File: config.mk
export PLATFORM = sky130hd
export DESIGN_NAME = dmem_arbiter_flat
export DESIGN_NICKNAME = d
export VERILOG_FILES = /design/src/rtl/dmem_arbiter_if.sv /design/src/rtl/dmem_arbiter.sv /design/src/flat_wrapper.sv
export SDC_FILE = /design/constraint.sdc
export NUM_CORES = 1
export LEC_CHECK = 0
export ABC_AREA = 1
export CORE_AREA = 10 10 110 112
export CTS_BUF_LIST = sky130_fd_sc_hd__clkbuf_8
export CTS_CLUSTER_SIZE = 24
export DETAILED_ROUTE_END_ITERATION = 12
export DIE_AREA = 0 0 120 122
export PLACE_DENSITY = 0.7
export SYNTH_ARGS = -nofsm -noshare
export SYNTH_HDL_FRONTEND = slang
export SYNTH_SLANG_ARGS = --single-unit
File: constraint.sdc
create_clock -name i_clk -period 1.9 [get_ports i_clk]
set_input_delay 0.38 -clock i_clk [delete_from_list [all_inputs] [get_ports i_clk]]
set_output_delay 0.38 -clock i_clk [all_outputs]
set_load 0.005 [all_outputs]
File: src/rtl/dmem_arbiter_if.sv
// ============================================================================
//  Module   : dmem_arbiter_if
//  Purpose  : Requester and memory-command bundle for the dual-port data
//             memory arbiter (port 0 = core, port 1 = loader/debug).
//  Revision : 1.0 - initial release
// ============================================================================
`default_nettype none

interface dmem_arbiter_if #(
   parameter int ADDR_WIDTH = 32,
   parameter int DATA_WIDTH = 32
);
   logic                  i_req0;
   logic                  i_wen0;
   logic [ADDR_WIDTH-1:0] i_addr0;
   logic [DATA_WIDTH-1:0] i_wdata0;
   logic                  i_req1;
   logic                  i_wen1;
   logic [ADDR_WIDTH-1:0] i_addr1;
   logic [DATA_WIDTH-1:0] i_wdata1;
   logic                  i_lock1;
   logic                  o_gnt0;
   logic                  o_gnt1;
   logic                  o_stall0;
   logic                  o_rvalid0;
   logic                  o_rvalid1;
   logic [DATA_WIDTH-1:0] o_rdata0;
   logic [DATA_WIDTH-1:0] o_rdata1;
   logic [ADDR_WIDTH-1:0] o_mem_addr;
   logic [DATA_WIDTH-1:0] o_mem_wdata;
   logic                  o_mem_ren;
   logic                  o_mem_wen;
   logic [DATA_WIDTH-1:0] i_mem_rdata;

   // Arbiter side
   modport slave (
      input  i_req0, i_wen0, i_addr0, i_wdata0,
      input  i_req1, i_wen1, i_addr1, i_wdata1, i_lock1,
      input  i_mem_rdata,
      output o_gnt0, o_gnt1, o_stall0,
      output o_rvalid0, o_rvalid1, o_rdata0, o_rdata1,
      output o_mem_addr, o_mem_wdata, o_mem_ren, o_mem_wen
   );

   // Requesters plus memory side
   modport master (
      output i_req0, i_wen0, i_addr0, i_wdata0,
      output i_req1, i_wen1, i_addr1, i_wdata1, i_lock1,
      output i_mem_rdata,
      input  o_gnt0, o_gnt1, o_stall0,
      input  o_rvalid0, o_rvalid1, o_rdata0, o_rdata1,
      input  o_mem_addr, o_mem_wdata, o_mem_ren, o_mem_wen
   );
endinterface

`default_nettype wire

File: src/rtl/dmem_arbiter.sv
// ============================================================================
//  Module   : dmem_arbiter
//  Purpose  : Two-requester round-robin arbiter onto a single-port synchronous
//             data memory, with a bounded exclusive lock for port 1.
//  Revision : 1.0 - initial release
// ============================================================================
`default_nettype none

module dmem_arbiter #(
   parameter int ADDR_WIDTH = 32,
   parameter int DATA_WIDTH = 32,
   parameter int MAX_LOCK   = 16
) (
   input  wire logic      i_clk,
   input  wire logic      i_rstn,
   dmem_arbiter_if.slave  bus
);

   localparam int                 c_CNT_W    = (MAX_LOCK > 2) ? $clog2(MAX_LOCK) : 1;
   localparam logic [c_CNT_W-1:0] c_CNT_LAST = c_CNT_W'(MAX_LOCK - 1);
   localparam logic [c_CNT_W-1:0] c_CNT_ONE  = c_CNT_W'(1);

   typedef enum logic [0:0] {
      IDLE   = 1'b0,
      LOCKED = 1'b1
   } state_t;

   state_t             r_state;
   logic [c_CNT_W-1:0] r_lock_cnt;
   logic               r_last_gnt;   // 1 = port 1 was granted last
   logic               r_rvalid0;
   logic               r_rvalid1;

   logic               w_lock_hold;
   logic               w_pick1;
   logic               w_gnt0;
   logic               w_gnt1;
   logic [c_CNT_W-1:0] w_cnt_nxt;

   // An active lock overrides round-robin; a dropped lock falls back to it
   assign w_lock_hold = (r_state == LOCKED) && bus.i_req1 && bus.i_lock1;

   always_comb begin
      w_pick1 = 1'b0;
      if (w_lock_hold) begin
         w_pick1 = 1'b1;
      end else if (bus.i_req0 && bus.i_req1) begin
         w_pick1 = ~r_last_gnt;
      end else begin
         w_pick1 = bus.i_req1;
      end
   end

   assign w_gnt1    = bus.i_req1 && w_pick1;
   assign w_gnt0    = bus.i_req0 && !w_pick1;
   assign w_cnt_nxt = r_lock_cnt + c_CNT_ONE;

   assign bus.o_gnt0   = w_gnt0;
   assign bus.o_gnt1   = w_gnt1;
   assign bus.o_stall0 = bus.i_req0 && !w_gnt0;

   always_comb begin
      bus.o_mem_addr  = {ADDR_WIDTH{1'b0}};
      bus.o_mem_wdata = {DATA_WIDTH{1'b0}};
      bus.o_mem_ren   = 1'b0;
      bus.o_mem_wen   = 1'b0;
      if (w_gnt0) begin
         bus.o_mem_addr  = bus.i_addr0;
         bus.o_mem_wdata = bus.i_wdata0;
         bus.o_mem_ren   = !bus.i_wen0;
         bus.o_mem_wen   = bus.i_wen0;
      end else if (w_gnt1) begin
         bus.o_mem_addr  = bus.i_addr1;
         bus.o_mem_wdata = bus.i_wdata1;
         bus.o_mem_ren   = !bus.i_wen1;
         bus.o_mem_wen   = bus.i_wen1;
      end
   end

   // Memory returns data one cycle after the read command, aligned with rvalid
   assign bus.o_rvalid0 = r_rvalid0;
   assign bus.o_rvalid1 = r_rvalid1;
   assign bus.o_rdata0  = r_rvalid0 ? bus.i_mem_rdata : {DATA_WIDTH{1'b0}};
   assign bus.o_rdata1  = r_rvalid1 ? bus.i_mem_rdata : {DATA_WIDTH{1'b0}};

   always_ff @(posedge i_clk or negedge i_rstn) begin
      if (!i_rstn) begin
         r_state    <= IDLE;
         r_lock_cnt <= '0;
         r_last_gnt <= 1'b1;
         r_rvalid0  <= 1'b0;
         r_rvalid1  <= 1'b0;
      end else begin
         r_rvalid0 <= w_gnt0 && !bus.i_wen0;
         r_rvalid1 <= w_gnt1 && !bus.i_wen1;

         if (w_gnt0) begin
            r_last_gnt <= 1'b0;
         end else if (w_gnt1) begin
            r_last_gnt <= 1'b1;
         end

         case (r_state)
            IDLE: begin
               if (w_gnt1 && bus.i_lock1) begin
                  r_state    <= LOCKED;
                  r_lock_cnt <= '0;
               end
            end
            LOCKED: begin
               // Expiry leaves last_gnt = 1, so a waiting port 0 wins next cycle
               if (!w_lock_hold || (w_cnt_nxt == c_CNT_LAST)) begin
                  r_state    <= IDLE;
                  r_lock_cnt <= '0;
               end else begin
                  r_lock_cnt <= w_cnt_nxt;
               end
            end
            default: begin
               r_state    <= IDLE;
               r_lock_cnt <= '0;
            end
         endcase
      end
   end

endmodule

`default_nettype wire

File: src/flat_wrapper.sv
// flat-port wrapper written by rule: the top's interface ports become plain ports
module dmem_arbiter_flat 
#(
   parameter int ADDR_WIDTH = 32,
   parameter int DATA_WIDTH = 32,
   parameter int MAX_LOCK   = 16
)
  (i_clk, i_rstn, bus_i_req0, bus_i_wen0, bus_i_addr0, bus_i_wdata0, bus_i_req1, bus_i_wen1, bus_i_addr1, bus_i_wdata1, bus_i_lock1, bus_i_mem_rdata, bus_o_gnt0, bus_o_gnt1, bus_o_stall0, bus_o_rvalid0, bus_o_rvalid1, bus_o_rdata0, bus_o_rdata1, bus_o_mem_addr, bus_o_mem_wdata, bus_o_mem_ren, bus_o_mem_wen);
  dmem_arbiter_if #(.ADDR_WIDTH(ADDR_WIDTH), .DATA_WIDTH(DATA_WIDTH)) bus_i ();
  input  wire logic i_clk;
  input  wire logic i_rstn;
  input wire logic [$bits(bus_i.i_req0)-1:0] bus_i_req0;
  input wire logic [$bits(bus_i.i_wen0)-1:0] bus_i_wen0;
  input wire logic [$bits(bus_i.i_addr0)-1:0] bus_i_addr0;
  input wire logic [$bits(bus_i.i_wdata0)-1:0] bus_i_wdata0;
  input wire logic [$bits(bus_i.i_req1)-1:0] bus_i_req1;
  input wire logic [$bits(bus_i.i_wen1)-1:0] bus_i_wen1;
  input wire logic [$bits(bus_i.i_addr1)-1:0] bus_i_addr1;
  input wire logic [$bits(bus_i.i_wdata1)-1:0] bus_i_wdata1;
  input wire logic [$bits(bus_i.i_lock1)-1:0] bus_i_lock1;
  input wire logic [$bits(bus_i.i_mem_rdata)-1:0] bus_i_mem_rdata;
  output wire logic [$bits(bus_i.o_gnt0)-1:0] bus_o_gnt0;
  output wire logic [$bits(bus_i.o_gnt1)-1:0] bus_o_gnt1;
  output wire logic [$bits(bus_i.o_stall0)-1:0] bus_o_stall0;
  output wire logic [$bits(bus_i.o_rvalid0)-1:0] bus_o_rvalid0;
  output wire logic [$bits(bus_i.o_rvalid1)-1:0] bus_o_rvalid1;
  output wire logic [$bits(bus_i.o_rdata0)-1:0] bus_o_rdata0;
  output wire logic [$bits(bus_i.o_rdata1)-1:0] bus_o_rdata1;
  output wire logic [$bits(bus_i.o_mem_addr)-1:0] bus_o_mem_addr;
  output wire logic [$bits(bus_i.o_mem_wdata)-1:0] bus_o_mem_wdata;
  output wire logic [$bits(bus_i.o_mem_ren)-1:0] bus_o_mem_ren;
  output wire logic [$bits(bus_i.o_mem_wen)-1:0] bus_o_mem_wen;
  assign bus_i.i_req0 = bus_i_req0;
  assign bus_i.i_wen0 = bus_i_wen0;
  assign bus_i.i_addr0 = bus_i_addr0;
  assign bus_i.i_wdata0 = bus_i_wdata0;
  assign bus_i.i_req1 = bus_i_req1;
  assign bus_i.i_wen1 = bus_i_wen1;
  assign bus_i.i_addr1 = bus_i_addr1;
  assign bus_i.i_wdata1 = bus_i_wdata1;
  assign bus_i.i_lock1 = bus_i_lock1;
  assign bus_i.i_mem_rdata = bus_i_mem_rdata;
  assign bus_o_gnt0 = bus_i.o_gnt0;
  assign bus_o_gnt1 = bus_i.o_gnt1;
  assign bus_o_stall0 = bus_i.o_stall0;
  assign bus_o_rvalid0 = bus_i.o_rvalid0;
  assign bus_o_rvalid1 = bus_i.o_rvalid1;
  assign bus_o_rdata0 = bus_i.o_rdata0;
  assign bus_o_rdata1 = bus_i.o_rdata1;
  assign bus_o_mem_addr = bus_i.o_mem_addr;
  assign bus_o_mem_wdata = bus_i.o_mem_wdata;
  assign bus_o_mem_ren = bus_i.o_mem_ren;
  assign bus_o_mem_wen = bus_i.o_mem_wen;
  dmem_arbiter #(.ADDR_WIDTH(ADDR_WIDTH), .DATA_WIDTH(DATA_WIDTH), .MAX_LOCK(MAX_LOCK)) u_core (.i_clk(i_clk), .i_rstn(i_rstn), .bus(bus_i));
endmodule
==> impl_metrics.ini <==
[layout]
drive_above_1_share_pct = 26.70
n_antenna_cell = 0
utilization_pct = 56.35
finish.net_count = 889
stdcell_count = 855
syn_to_final_growth_pct = 217.3
final_area_um2 = 5660

[grt]
grtUsageTotal_pct = 18.24
antenna_found_initial = 0
grt_pass1_vias = 3653
grt_max_degree = 34
grt_overflow = 0
grt_first_pass_wirelength_um = 21230

[status]
status = complete, but fails checks
violations = setup timing

[run]
cap_violations = 0

[timing]
fin_ws_ns = -0.1972
rsz0062_at_grt = true
setup-violations-final = 67
setup_tns_ns = -10.28
timing.clock.skew_ns = 0.005040
worst_pin_slew_ns = 0.3702
timing.hold.ws_ns = 0.4273
hold_viol = 0
slew_headroom_pct = 75.24
slew_viol_final = 0
layout_min_cycle_time_ns = 2.097
finalCritPeriodShare_pct = 110.4
fmax_ghz = 0.4768

[setup_path]
crit_top_cell = nand2_2
critPathArrivalTime_ns = 1.72
cp_max_fo = 7
crit_required_ns = 1.52
path_cells = nand2_2 -> nand2_2 -> nand2_4 -> nor2_4 -> buf_12 -> buf_12 -> buf_16 -> nand2_4 -> nand2_2 -> buf_2
critPathKind = register to output port
max_stage_delay_ns = 0.54
critPathLaunchType = register
critPathCaptureType = output port
crit_path_top_delay_cell = dfstp_2

[placement]
place_area_um2 = 5022
gp_congestion = 0.8638
dp_cells = 832
post-place-ws_ns = -0.6569
dp.final_hpwl_um = 12100
io_buffers = 301

[floorplanning]
die-area_um2 = 14640
die_w_um = 120
fp.dieH_um = 122
rows = 37
initial_core_util_pct = 17.76
core_area_um2 = 10050
num_io_pins = 302

[clocking]
cts_root_buffer = clkbuf_8
htree_levels = 1
insertion_delay_ns = 0.23
cts_inserted_buffers = 3
clk_pin_slew_worst_paths_ns = 0.05
clk_path_buf_depth = 2
cts_tree = yes
clock-sinks = 8

[power_and_ir_drop]
ir_worst_vdd_mv = 0.2127
power.density_nw_per_um2 = 338.0
p_leak_nw = 3.565
p_total_mw = 1.913

[detailed_routing]
vias = 3541
drt_first_pass_iters = 4
drt-wirelength-per-cell_um = 17.58
totalWireLength_um = 15030
drc = 0
ant_nets = 0
avgViaCountPerCell = 4.142
drtIter0Drc = 186

[logic_synthesis]
syn-mean-instance-area_um2 = 4.449
ys_ff_latch = 8
syn_area_um2 = 1784
yosysSeqAreaShare_pct = 11.29
yosysTopAreaCell = nand2_1
syn_inst = 401
synth_top_area_share_pct = 57.85
synth_warnings = 0
synth.area.top_cells = nand2_1 (58%), inv_1 (16%), dfrtp_1 (9.8%), buf_6 (2.5%), buf_2 (2.0%)
syn_nets = 570
synth.distinct_cells = 20

[min_path]
min_path_type = primary input to asynchronous set/reset pin
[path summary, 6_finish.rpt]
check | cells past startpoint | end | slack (ns) | startpoint
worst min register to register | 2 | u_core.r_last_gnt$_DFFE_PN1P_ | 0.52 | u_core.r_last_gnt$_DFFE_PN1P_
worst max register to register | 8 | u_core.r_lock_cnt[1]$_DFFE_PN0P_ | 0.35 | u_core.r_last_gnt$_DFFE_PN1P_
min in group i_clk | 2 | u_core.r_last_gnt$_DFFE_PN1P_ | 0.52 | u_core.r_last_gnt$_DFFE_PN1P_
worst min-delay path | 1 | u_core.r_lock_cnt[3]$_DFFE_PN0P_ | 0.43 | i_rstn
worst max-delay path | 10 | bus_o_mem_addr[11] | -0.20 | u_core.r_last_gnt$_DFFE_PN1P_
max in group asynchronous | 1 | u_core.r_last_gnt$_DFFE_PN1P_ | 1.16 | i_rstn
[cells by family (layout without fill, tap and decap cells)]
kind of cell,Yosys count,after routing,synth area share [%]
AOI/OAI and AO/OA,4,4,1.262
adders and majority gates,2,2,1.402
buffers and inverters,97,415,23.21
DFF,8,8,11.29
and+or+nand+nor,290,290,62.83
[placed cells by master (no fill, tap or decap), drive strengths merged]
cell type,netlist,routed
nand3,5,5
dfstp,1,1
o21ai,1,1
clkdlybuf4s15,0,10
nand4,1,1
buf,14,91
dlymetal6s2s,0,22
ha,2,2
inv,77,78
or2,1,1
a21oi,2,2
nor2,6,6
nor3,1,1
dlygate4sd2,0,7
o211ai,1,1
nand2,276,276
clkdlybuf4s50,0,204
clkbuf,6,3
dfrtp,7,7
[timing repair]
action	CTS	global route
pin swaps	15	20
gates cloned	9	0
setup buffers	13	1
resized for setup	354	91
endpoints found under the setup margin	73	92
hold buffers	0	0
[layer usage]
metal	vias to the layer above	global-route usage, %	share of wire, %
met5	-	0	0
met4	0	5.581	2.3
met3	23	8.464	11
met2	211	33.63	51
met1	1547	17.90	35
li1	1760	-	-
[worst max-delay path, delay by kind of cell, from the launching register on]
kind / cells / cell delay [ns]
flops: 1 / 0.54
buf+inv: 4 / 0.50
simple gates: 6 / 0.43
[synthesized netlist by cell type, drive strengths merged]
library cell and count:
inv 77, buf 14, or2 1, nor3 1, nand4 1, o211ai 1
nand2 276, clkbuf 6, nor2 6, nand3 5, ha 2, o21ai 1
dfrtp 7, a21oi 2, dfstp 1
[flip-flops by register name, summed over array words and instances, names as in the netlist]
register	count
u_core.r_lock_cnt	4
u_core.bus.o_rvalid0	1
u_core.bus.o_rvalid1	1
u_core.r_last_gnt	1
u_core.r_state	1
[cell type report]
class,count,area (µm²)
fill,921,4385
timing repair buffer,334,3413
multi-input combinational,296,1541
inverter,77,289.0
sequential,8,201.4
tap,136,170.2
clock buffer,3,41.29
clock inverter,1,3.754
[report_power, final]
part	total, mW	switching [mW]	internal, mW
combinational	1.50	0.617	0.882
clock	0.216	0.0752	0.141
sequential	0.198	0.0122	0.186
total	1.91	0.704	1.21
Power figures use the tool's default switching activity.
